**config.mk**
```make
export PLATFORM = sky130hd
export DESIGN_NAME = ysyx_25040111_lsu_axi_flat
export DESIGN_NICKNAME = d
export VERILOG_FILES = /design/src/rtl/ysyx_25040111_lsu_axi_if.sv /design/src/rtl/ysyx_25040111_lsu_axi.sv /design/src/flat_wrapper.sv
export SDC_FILE = /design/constraint.sdc
export NUM_CORES = 1
export LEC_CHECK = 0
export ABC_AREA = 1
export CAP_MARGIN = 10
export CORE_MARGIN = 4
export CORE_UTILIZATION = 35
export DETAILED_ROUTE_END_ITERATION = 10
export PLACE_DENSITY = 0.7
export SKIP_LAST_GASP = 1
export SYNTH_ARGS = -nofsm -noshare
export SYNTH_HDL_FRONTEND = slang
export SYNTH_SLANG_ARGS = --single-unit
```
**constraint.sdc**
```tcl
create_clock -name clk -period 2.51 [get_ports clk]
set_clock_uncertainty 0.15 [all_clocks]
set_input_delay 0.502 -clock clk [delete_from_list [all_inputs] [get_ports clk]]
set_output_delay 0.502 -clock clk [all_outputs]
set_load 0.02 [all_outputs]
```
**src/rtl/ysyx_25040111_lsu_axi_if.sv**
```systemverilog
// AXI4 master port of the load/store unit: AW, W, B, AR and R channels.
// The LSU drives it through the master modport; the crossbar or a bench
// model sits on the slave side.
interface ysyx_25040111_lsu_axi_if #(
    parameter int ADDR_W = 32,
    parameter int DATA_W = 32
);
    // write address channel
    logic                awvalid;
    logic                awready;
    logic [ADDR_W-1:0]   awaddr;
    logic [3:0]          awid;
    logic [7:0]          awlen;
    logic [2:0]          awsize;
    logic [1:0]          awburst;
    // write data channel
    logic                wvalid;
    logic                wready;
    logic [DATA_W-1:0]   wdata;
    logic [DATA_W/8-1:0] wstrb;
    logic                wlast;
    // write response channel
    logic                bvalid;
    logic                bready;
    logic [1:0]          bresp;
    logic [3:0]          bid;
    // read address channel
    logic                arvalid;
    logic                arready;
    logic [ADDR_W-1:0]   araddr;
    logic [3:0]          arid;
    logic [7:0]          arlen;
    logic [2:0]          arsize;
    logic [1:0]          arburst;
    // read data channel
    logic                rvalid;
    logic                rready;
    logic [DATA_W-1:0]   rdata;
    logic [1:0]          rresp;
    logic                rlast;
    logic [3:0]          rid;

    modport master (
        output awvalid, awaddr, awid, awlen, awsize, awburst,
        input  awready,
        output wvalid, wdata, wstrb, wlast,
        input  wready,
        input  bvalid, bresp, bid,
        output bready,
        output arvalid, araddr, arid, arlen, arsize, arburst,
        input  arready,
        input  rvalid, rdata, rresp, rlast, rid,
        output rready
    );

    modport slave (
        input  awvalid, awaddr, awid, awlen, awsize, awburst,
        output awready,
        input  wvalid, wdata, wstrb, wlast,
        output wready,
        output bvalid, bresp, bid,
        input  bready,
        input  arvalid, araddr, arid, arlen, arsize, arburst,
        output arready,
        output rvalid, rdata, rresp, rlast, rid,
        input  rready
    );
endinterface

```
**src/rtl/ysyx_25040111_lsu_axi.sv**
```systemverilog
// Parametrised AXI4 load/store unit. Takes one load/store request from the
// execute stage, performs a single-beat AXI4 transaction and returns the
// extended load data plus a response code. One transaction in flight.
// Response codes: 00 ok, 01 misaligned/illegal size, 10 bus error, 11 timeout.
module ysyx_25040111_lsu_axi #(
    parameter int ADDR_W  = 32,
    parameter int DATA_W  = 32,
    parameter int TIMEOUT = 1023,
    parameter int AXI_ID  = 0
) (
    input  logic              clk,
    input  logic              reset,
    // request from EXU
    input  logic              req_valid,
    output logic              req_ready,
    input  logic              req_wen,
    input  logic              req_sign,
    input  logic [1:0]        req_size,
    input  logic [ADDR_W-1:0] req_addr,
    input  logic [DATA_W-1:0] req_wdata,
    // response to EXU
    output logic              resp_valid,
    input  logic              resp_ready,
    output logic [DATA_W-1:0] resp_rdata,
    output logic [1:0]        resp_err,
    // AXI4 master port
    ysyx_25040111_lsu_axi_if.master io_master
);

    localparam int STRB_W = DATA_W / 8;
    localparam int OFF_W  = $clog2(STRB_W);
    localparam int CNT_W  = (TIMEOUT > 0) ? $clog2(TIMEOUT + 1) : 1;

    // largest legal req_size: 2 (word) on a 32-bit bus, 3 (dword) on 64-bit
    localparam logic [1:0]       MAX_SIZE = 2'(OFF_W);
    localparam bit               TO_EN    = (TIMEOUT > 0);
    localparam logic [CNT_W-1:0] CNT_LAST = TO_EN ? CNT_W'(TIMEOUT - 1) : '0;
    localparam logic [CNT_W-1:0] CNT_MAX  = CNT_W'(TIMEOUT);

    localparam logic [1:0] ERR_OK      = 2'b00;
    localparam logic [1:0] ERR_ALIGN   = 2'b01;
    localparam logic [1:0] ERR_BUS     = 2'b10;
    localparam logic [1:0] ERR_TIMEOUT = 2'b11;

    localparam logic [1:0] BURST_INCR = 2'b01;

    typedef enum logic [2:0] {
        S_IDLE,
        S_AR,
        S_R,
        S_AWW,
        S_B,
        S_RESP
    } state_t;

    state_t state_q, next_state;

    // latched request
    logic              wen_q;
    logic              sign_q;
    logic [1:0]        size_q;
    logic [ADDR_W-1:0] addr_q;
    logic [DATA_W-1:0] wdata_q;

    // progress of the two write channels inside AWW
    logic aw_done_q;
    logic w_done_q;

    // cycles spent in bus states for the current transaction
    logic [CNT_W-1:0] cnt_q;

    // registered response
    logic [DATA_W-1:0] rdata_q;
    logic [1:0]        err_q;

    // per-cycle events decided by the FSM
    logic accept;
    logic req_bad;
    logic req_misaligned;
    logic aw_hs;
    logic w_hs;
    logic rd_capture;
    logic b_capture;
    logic to_fire;
    logic in_bus;
    logic timeout_hit;

    // lane shaping
    logic [OFF_W-1:0]  off;
    logic [7:0]        strb_base;
    logic [63:0]       rd_shift;
    logic [63:0]       load_ext;
    logic [DATA_W-1:0] load_data;

    assign off         = addr_q[OFF_W-1:0];
    assign in_bus      = (state_q == S_AR) || (state_q == S_R) ||
                         (state_q == S_AWW) || (state_q == S_B);
    assign timeout_hit = TO_EN && (cnt_q >= CNT_LAST);

    // Request legality: offset must be a multiple of the access size and
    // the size must fit the bus width.
    always_comb begin
        req_misaligned = 1'b0;
        case (req_size)
            2'd0:    req_misaligned = 1'b0;
            2'd1:    req_misaligned = req_addr[0];
            2'd2:    req_misaligned = |req_addr[1:0];
            default: req_misaligned = |req_addr[2:0];
        endcase
    end

    assign req_bad = req_misaligned || (req_size > MAX_SIZE);

    // Byte-enable pattern for the access size, before shifting to the lane.
    always_comb begin
        strb_base = 8'h00;
        case (size_q)
            2'd0:    strb_base = 8'h01;
            2'd1:    strb_base = 8'h03;
            2'd2:    strb_base = 8'h0F;
            default: strb_base = 8'hFF;
        endcase
    end

    // Load result: move the addressed bytes down to bit 0, then extend.
    // Done at 64 bits and truncated so one description serves both widths.
    always_comb begin
        rd_shift = 64'(io_master.rdata >> {off, 3'b000});
        load_ext = rd_shift;
        case (size_q)
            2'd0:    load_ext = {{56{sign_q & rd_shift[7]}},  rd_shift[7:0]};
            2'd1:    load_ext = {{48{sign_q & rd_shift[15]}}, rd_shift[15:0]};
            2'd2:    load_ext = {{32{sign_q & rd_shift[31]}}, rd_shift[31:0]};
            default: load_ext = rd_shift;
        endcase
    end

    assign load_data = load_ext[DATA_W-1:0];

    // Fixed AXI fields: single beat, INCR, constant ID.
    assign io_master.awid    = 4'(AXI_ID);
    assign io_master.arid    = 4'(AXI_ID);
    assign io_master.awlen   = 8'd0;
    assign io_master.arlen   = 8'd0;
    assign io_master.awburst = BURST_INCR;
    assign io_master.arburst = BURST_INCR;
    assign io_master.awaddr  = addr_q;
    assign io_master.araddr  = addr_q;
    assign io_master.awsize  = {1'b0, size_q};
    assign io_master.arsize  = {1'b0, size_q};
    assign io_master.wdata   = wdata_q << {off, 3'b000};
    assign io_master.wstrb   = strb_base[STRB_W-1:0] << off;

    assign resp_rdata = rdata_q;
    assign resp_err   = err_q;

    // Next-state and handshake outputs for the transaction FSM.
    always_comb begin
        // NOTE: every signal written here gets a default first, so no path
        // leaves one unassigned and no latch is inferred.
        next_state        = state_q;
        req_ready         = 1'b0;
        resp_valid        = 1'b0;
        accept            = 1'b0;
        aw_hs             = 1'b0;
        w_hs              = 1'b0;
        rd_capture        = 1'b0;
        b_capture         = 1'b0;
        to_fire           = 1'b0;
        io_master.arvalid = 1'b0;
        io_master.rready  = 1'b0;
        io_master.awvalid = 1'b0;
        io_master.wvalid  = 1'b0;
        io_master.wlast   = 1'b0;
        io_master.bready  = 1'b0;

        case (state_q)
            S_IDLE: begin
                req_ready = 1'b1;
                if (req_valid) begin
                    accept = 1'b1;
                    if (req_bad)      next_state = S_RESP;
                    else if (req_wen) next_state = S_AWW;
                    else              next_state = S_AR;
                end
            end
            S_AR: begin
                io_master.arvalid = 1'b1;
                if (io_master.arready) begin
                    next_state = S_R;
                end else if (timeout_hit) begin
                    to_fire    = 1'b1;
                    next_state = S_RESP;
                end
            end
            S_R: begin
                io_master.rready = 1'b1;
                if (io_master.rvalid) begin
                    rd_capture = 1'b1;
                    next_state = S_RESP;
                end else if (timeout_hit) begin
                    to_fire    = 1'b1;
                    next_state = S_RESP;
                end
            end
            S_AWW: begin
                io_master.awvalid = !aw_done_q;
                io_master.wvalid  = !w_done_q;
                io_master.wlast   = 1'b1;
                aw_hs = !aw_done_q && io_master.awready;
                w_hs  = !w_done_q && io_master.wready;
                if ((aw_done_q || aw_hs) && (w_done_q || w_hs)) begin
                    next_state = S_B;
                end else if (timeout_hit) begin
                    to_fire    = 1'b1;
                    next_state = S_RESP;
                end
            end
            S_B: begin
                io_master.bready = 1'b1;
                if (io_master.bvalid) begin
                    b_capture  = 1'b1;
                    next_state = S_RESP;
                end else if (timeout_hit) begin
                    to_fire    = 1'b1;
                    next_state = S_RESP;
                end
            end
            S_RESP: begin
                resp_valid = 1'b1;
                if (resp_ready) next_state = S_IDLE;
            end
            default: next_state = S_IDLE;
        endcase
    end

    // State register, request latch, channel flags, timeout counter and response.
    always_ff @(posedge clk) begin
        // NOTE: sequential state uses non-blocking assignments so every
        // register samples pre-edge values regardless of statement order.
        if (reset) begin
            // NOTE: the datapath registers are reset as well, so every output
            // (addresses, data, strobes, response) is defined right after reset.
            state_q   <= S_IDLE;
            wen_q     <= 1'b0;
            sign_q    <= 1'b0;
            size_q    <= 2'd0;
            addr_q    <= '0;
            wdata_q   <= '0;
            aw_done_q <= 1'b0;
            w_done_q  <= 1'b0;
            cnt_q     <= '0;
            rdata_q   <= '0;
            err_q     <= ERR_OK;
        end else begin
            state_q <= next_state;

            if (accept) begin
                wen_q     <= req_wen;
                sign_q    <= req_sign;
                size_q    <= req_size;
                addr_q    <= req_addr;
                wdata_q   <= req_wdata;
                aw_done_q <= 1'b0;
                w_done_q  <= 1'b0;
                cnt_q     <= '0;
                rdata_q   <= '0;
                err_q     <= req_bad ? ERR_ALIGN : ERR_OK;
            end

            if (aw_hs) aw_done_q <= 1'b1;
            if (w_hs)  w_done_q  <= 1'b1;

            // saturates so a long wait cannot wrap back below the limit
            if (in_bus && (cnt_q != CNT_MAX)) cnt_q <= cnt_q + CNT_W'(1);

            if (rd_capture) begin
                rdata_q <= load_data;
                if (io_master.rresp != 2'b00) err_q <= ERR_BUS;
            end

            if (b_capture && (io_master.bresp != 2'b00)) err_q <= ERR_BUS;

            if (to_fire) err_q <= ERR_TIMEOUT;
        end
    end

    // rlast/rid/bid carry nothing for single-beat, single-ID traffic; wen_q is
    // implied by the state path and the upper extension bits exceed DATA_W=32.
    logic unused_ok;
    assign unused_ok = ^{io_master.rlast, io_master.rid, io_master.bid, wen_q, load_ext};

endmodule
```
**src/flat_wrapper.sv**
```systemverilog
// flat-port wrapper written by rule: the top's interface ports become plain ports
module ysyx_25040111_lsu_axi_flat 
#(
    parameter int ADDR_W  = 32,
    parameter int DATA_W  = 32,
    parameter int TIMEOUT = 1023,
    parameter int AXI_ID  = 0
)
  (clk, reset, req_valid, req_ready, req_wen, req_sign, req_size, req_addr, req_wdata, resp_valid, resp_ready, resp_rdata, resp_err, io_master_awvalid, io_master_awaddr, io_master_awid, io_master_awlen, io_master_awsize, io_master_awburst, io_master_awready, io_master_wvalid, io_master_wdata, io_master_wstrb, io_master_wlast, io_master_wready, io_master_bvalid, io_master_bresp, io_master_bid, io_master_bready, io_master_arvalid, io_master_araddr, io_master_arid, io_master_arlen, io_master_arsize, io_master_arburst, io_master_arready, io_master_rvalid, io_master_rdata, io_master_rresp, io_master_rlast, io_master_rid, io_master_rready);
  ysyx_25040111_lsu_axi_if #(.ADDR_W(ADDR_W), .DATA_W(DATA_W)) io_master_i ();
  input  logic clk;
  input  logic reset;
  input  logic req_valid;
  output logic req_ready;
  input  logic req_wen;
  input  logic req_sign;
  input  logic [1:0] req_size;
  input  logic [ADDR_W-1:0] req_addr;
  input  logic [DATA_W-1:0] req_wdata;
  output logic resp_valid;
  input  logic resp_ready;
  output logic [DATA_W-1:0] resp_rdata;
  output logic [1:0] resp_err;
  output wire logic [$bits(io_master_i.awvalid)-1:0] io_master_awvalid;
  output wire logic [$bits(io_master_i.awaddr)-1:0] io_master_awaddr;
  output wire logic [$bits(io_master_i.awid)-1:0] io_master_awid;
  output wire logic [$bits(io_master_i.awlen)-1:0] io_master_awlen;
  output wire logic [$bits(io_master_i.awsize)-1:0] io_master_awsize;
  output wire logic [$bits(io_master_i.awburst)-1:0] io_master_awburst;
  input wire logic [$bits(io_master_i.awready)-1:0] io_master_awready;
  output wire logic [$bits(io_master_i.wvalid)-1:0] io_master_wvalid;
  output wire logic [$bits(io_master_i.wdata)-1:0] io_master_wdata;
  output wire logic [$bits(io_master_i.wstrb)-1:0] io_master_wstrb;
  output wire logic [$bits(io_master_i.wlast)-1:0] io_master_wlast;
  input wire logic [$bits(io_master_i.wready)-1:0] io_master_wready;
  input wire logic [$bits(io_master_i.bvalid)-1:0] io_master_bvalid;
  input wire logic [$bits(io_master_i.bresp)-1:0] io_master_bresp;
  input wire logic [$bits(io_master_i.bid)-1:0] io_master_bid;
  output wire logic [$bits(io_master_i.bready)-1:0] io_master_bready;
  output wire logic [$bits(io_master_i.arvalid)-1:0] io_master_arvalid;
  output wire logic [$bits(io_master_i.araddr)-1:0] io_master_araddr;
  output wire logic [$bits(io_master_i.arid)-1:0] io_master_arid;
  output wire logic [$bits(io_master_i.arlen)-1:0] io_master_arlen;
  output wire logic [$bits(io_master_i.arsize)-1:0] io_master_arsize;
  output wire logic [$bits(io_master_i.arburst)-1:0] io_master_arburst;
  input wire logic [$bits(io_master_i.arready)-1:0] io_master_arready;
  input wire logic [$bits(io_master_i.rvalid)-1:0] io_master_rvalid;
  input wire logic [$bits(io_master_i.rdata)-1:0] io_master_rdata;
  input wire logic [$bits(io_master_i.rresp)-1:0] io_master_rresp;
  input wire logic [$bits(io_master_i.rlast)-1:0] io_master_rlast;
  input wire logic [$bits(io_master_i.rid)-1:0] io_master_rid;
  output wire logic [$bits(io_master_i.rready)-1:0] io_master_rready;
  assign io_master_awvalid = io_master_i.awvalid;
  assign io_master_awaddr = io_master_i.awaddr;
  assign io_master_awid = io_master_i.awid;
  assign io_master_awlen = io_master_i.awlen;
  assign io_master_awsize = io_master_i.awsize;
  assign io_master_awburst = io_master_i.awburst;
  assign io_master_i.awready = io_master_awready;
  assign io_master_wvalid = io_master_i.wvalid;
  assign io_master_wdata = io_master_i.wdata;
  assign io_master_wstrb = io_master_i.wstrb;
  assign io_master_wlast = io_master_i.wlast;
  assign io_master_i.wready = io_master_wready;
  assign io_master_i.bvalid = io_master_bvalid;
  assign io_master_i.bresp = io_master_bresp;
  assign io_master_i.bid = io_master_bid;
  assign io_master_bready = io_master_i.bready;
  assign io_master_arvalid = io_master_i.arvalid;
  assign io_master_araddr = io_master_i.araddr;
  assign io_master_arid = io_master_i.arid;
  assign io_master_arlen = io_master_i.arlen;
  assign io_master_arsize = io_master_i.arsize;
  assign io_master_arburst = io_master_i.arburst;
  assign io_master_i.arready = io_master_arready;
  assign io_master_i.rvalid = io_master_rvalid;
  assign io_master_i.rdata = io_master_rdata;
  assign io_master_i.rresp = io_master_rresp;
  assign io_master_i.rlast = io_master_rlast;
  assign io_master_i.rid = io_master_rid;
  assign io_master_rready = io_master_i.rready;
  ysyx_25040111_lsu_axi #(.ADDR_W(ADDR_W), .DATA_W(DATA_W), .TIMEOUT(TIMEOUT), .AXI_ID(AXI_ID)) u_core (.clk(clk), .reset(reset), .req_valid(req_valid), .req_ready(req_ready), .req_wen(req_wen), .req_sign(req_sign), .req_size(req_size), .req_addr(req_addr), .req_wdata(req_wdata), .resp_valid(resp_valid), .resp_ready(resp_ready), .resp_rdata(resp_rdata), .resp_err(resp_err), .io_master(io_master_i));
endmodule
```
==> run_results.csv <==
group,metric,value,unit
global_routing,first_pass_grt_wire_length,32.2,mm
global_routing,grt_max_degree,83,
worst_setup_path,capture_point_of_the_worst_reg_to_reg_path,"u_core.resp_rdata[23]",
worst_setup_path,worst-path-stages,4,
clocking,post_cts_hold_buffer_count,0,
detailed_routing,route.final.wire_length,20.4,mm
worst_setup_path,r2r_slack,0.42,ns
worst_setup_path,cp_data_required_time,1.86,ns
die,area_of_the_placeable_core,17900,µm²
clocking,tritoncts,"done",
clocking,worstSkewPairLatency,0.41,ns
final_layout,postLayoutCoreUtil,0.521,
sta,finalHoldViolCount,0,
clocking,ctsRootBufferMaster,"clkbuf_16",
final_layout,finish.net_count,1269,
worst_setup_path,critical-path-max-stage-delay,0.40,ns
die,die_height,143,µm
synthesis,syn_inst,946,
die,placementRows,49,
sta,fmax,411,MHz
worst_setup_path,slowest_stage,"dfxtp_4",
detailed_routing,avgViaCountPerCell,4.80,
worst_setup_path,path_class,"register to output port",
detailed_routing,dr.pass1.iters,5,
final_layout,final_cell_mix,"nand2_1 (255), clkdlybuf4s50_1 (216), a21oi_1 (157)",
sta,timing_max_transition_violations_final,0,
worst_setup_path,timing.critical_path.to_type,"output port",
clocking,cts.clk_slew.worst_paths,0.06,ns
clocking,cts_num_sinks,116,
worst_setup_path,reg2regPathDepth,7,
worst_setup_path,critical_path.top_delay_family,"buffers and inverters",
die,ios,298,
sta,finalSetupViolCount,0,
final_layout,drive_above_1_share,0.0666,
sta,finalCriticalPeriod,2.43,ns
synthesis,syn-mean-instance-area,6.72,µm²
final_layout,diodes,0,
synthesis,netlist-cell-type-count,35,
global_routing,grt_antenna_before_repair,0,
worst_setup_path,crit-reg2reg-launch,"u_core.io_master.araddr[1]",
worst_setup_path,setup.worst_path.start,"u_core.io_master.araddr[0]",
worst_setup_path,critPathArrivalTime,1.78,ns
worst_setup_path,cp_capture_point,"io_master_wdata[26]",
synthesis,postSynthRegisterBits,116,
detailed_routing,drcViolationCount,0,
placement,io_buffer_count,258,
final_layout,mostFrequentLayoutCell,"nand2_1",
worst_setup_path,crit_path_max_fanout,28,
power,power.density_cell_area,1020,nW/µm²
clocking,numCtsBuffers,17,
detailed_routing,detailroute.via_count,6647,
synthesis,asyncSetResetFlopFracSynth,0,
synthesis,synth_top_flop_cell,"dfxtp_1",
die,die_w,143,µm
global_routing,number_of_global_route_vias_before_repair,6393,
clocking,maximum_buffer_depth_of_the_clock_tree,2,
synthesis,synth.cell_area,6360,µm²
sta,rsz0062_at_grt,"no",
global_routing,track_usage,0.196,
sta,totalNegativeSetupSlack,0,ns
power,ir_drop,0.606,mV
synthesis,synth-edff-count,0,
synthesis,synthesis.yosys.warnings,0,
sta,period_utilisation_layout,0.968,
detailed_routing,wl_per_cell,14.7,µm
worst_setup_path,critical_path.cell_chain,"buf_12, o21ai_0, a21oi_1, dlygate4sd2_1",
detailed_routing,antenna_left,0,
worst_setup_path,critical_path_buf_inv_count,2,
die,initial_utilization,0.355,
detailed_routing,drt_iter0_drc,510,
global_routing,grt-ovfl-total,0,
power,p_leak,4.00,nW
clocking,cts_htree_levels,4,
placement,finalWeightedCongestion,0.819,
run_status,status,"complete, no violations",
die,die_area,20400,µm²
worst_setup_path,worstSetupStartpointType,"register",
placement,detailedPlacementHpwl,14.7,mm
final_layout,syn2layout_area_growth,46.6,%
flow_run,maxCapViolCount,0,
synthesis,synth.yosys.seq_area_share,0.365,
hold_path,worst_hold_path_type,"register to register",
[state kept, by name (all words and copies together), names as in the netlist]
signal,cells
u_core.w_done_q,1
u_core.cnt_q,10
u_core.aw_done_q,1
u_core.resp_err,2
u_core.io_master.araddr,32
u_core.wdata_q,32
u_core.state_q,3
u_core.resp_rdata,32
u_core.size_q,2
u_core.sign_q,1
[synthesized netlist by cell type, types with 3 or more instances]
library cell / n / area [µm²]
a21oi_1: 157 / 786
buf_1: 3 / 11.3
buf_2: 26 / 130
buf_4: 71 / 533
buf_6: 9 / 101
clkbuf_1: 15 / 56.3
dfxtp_1: 116 / 2320
inv_1: 72 / 270
inv_2: 7 / 26.3
nand2_1: 255 / 957
nand2_2: 4 / 25.0
nand3_1: 44 / 220
nand4_1: 5 / 31.3
nor2_1: 38 / 143
o211ai_1: 13 / 97.6
o21ai_0: 80 / 400
o21ai_1: 3 / 15.0
[final cells by class]
class                   count  area, µm²
fillers                  1781       8580
multi-input cells         652       3000
repair buffers            276       2750
flip-flops and latches    116       2330
clock buffers              22        464
inverters                  82        320
well taps                 229        287
clock inverters             9        176
[repair_timing]
| action | CTS | global route |
|---|---|---|
| resized for setup | 38 | 12 |
| setup buffers | 0 | 0 |
| setup endpoints to repair | 37 | 11 |
| gates cloned | 0 | 0 |
[report_power, final]
part | total (W) | leakage [nW] | switching (W) | internal [W]
combinational | 0.00439 | 2.74 | 0.00273 | 0.00166
sequential | 0.00243 | 0.949 | 0.000265 | 0.00217
clock | 0.00267 | 0.310 | 0.000864 | 0.00181
total | 0.00949 | 4.00 | 0.00385 | 0.00564
[worst min path at each step]
stage	start	endpoint	slack, ns	depth (start not counted)
global route	u_core.resp_rdata[30]	u_core.resp_rdata[30]	0.33	2
global placement	u_core.resp_rdata[7]	u_core.resp_rdata[7]	0.30	2
floorplan	u_core.wdata_q[16]	u_core.wdata_q[16]	0.29	2
detailed placement	u_core.resp_rdata[5]	u_core.resp_rdata[5]	0.30	2
CTS	u_core.resp_rdata[5]	u_core.resp_rdata[5]	0.31	2
finish	u_core.resp_rdata[5]	u_core.resp_rdata[5]	0.31	2
[worst reg2reg max path, stage by stage (launching register included)]
cell and delay [ns]:
dfxtp_2 0.36, inv_2 0.17, buf_4 0.39, nand3_1 0.23, nand3_4 0.20, nand3_4 0.21, nand2_1 0.18, a21oi_1 0.08
[metrics by stage]
stage          instance area, µm²  std cells  total power [W]  hold WS [ns]  setup WS [ns]
4_1_cts                      9300       1386          0.00956         0.313         -0.163
5_1_grt                      9320       1386           0.0101         0.335        0.00241
2_1_floorplan                6470        974          0.00545         0.285          0.188
6_report                     9320       1386          0.00949         0.313         0.0795
3_3_place_gp                 8680       1355          0.00698         0.302          0.153
3_5_place_dp                 8680       1355          0.00702         0.305          0.145
[routing by layer]
layer | GRT usage | wire, µm | up-vias
met1 | 0.252 | 8860 | 3006
li1 | - | - | 3369
met4 | 0.0505 | 303 | 0
met2 | 0.324 | 9660 | 252
met5 | 0 | 0 | -
met3 | 0.0576 | 1620 | 20
[cells by family after synthesis]
family,after synthesis,synth area share
simple gates,360,0.237
compound gates,258,0.210
buf+inv,206,0.181
flops,116,0.365
xor+xnor,2,0.00275
fa+ha+maj,2,0.00393
other cells,2,0.00118
(Power assumes the default switching activity.)
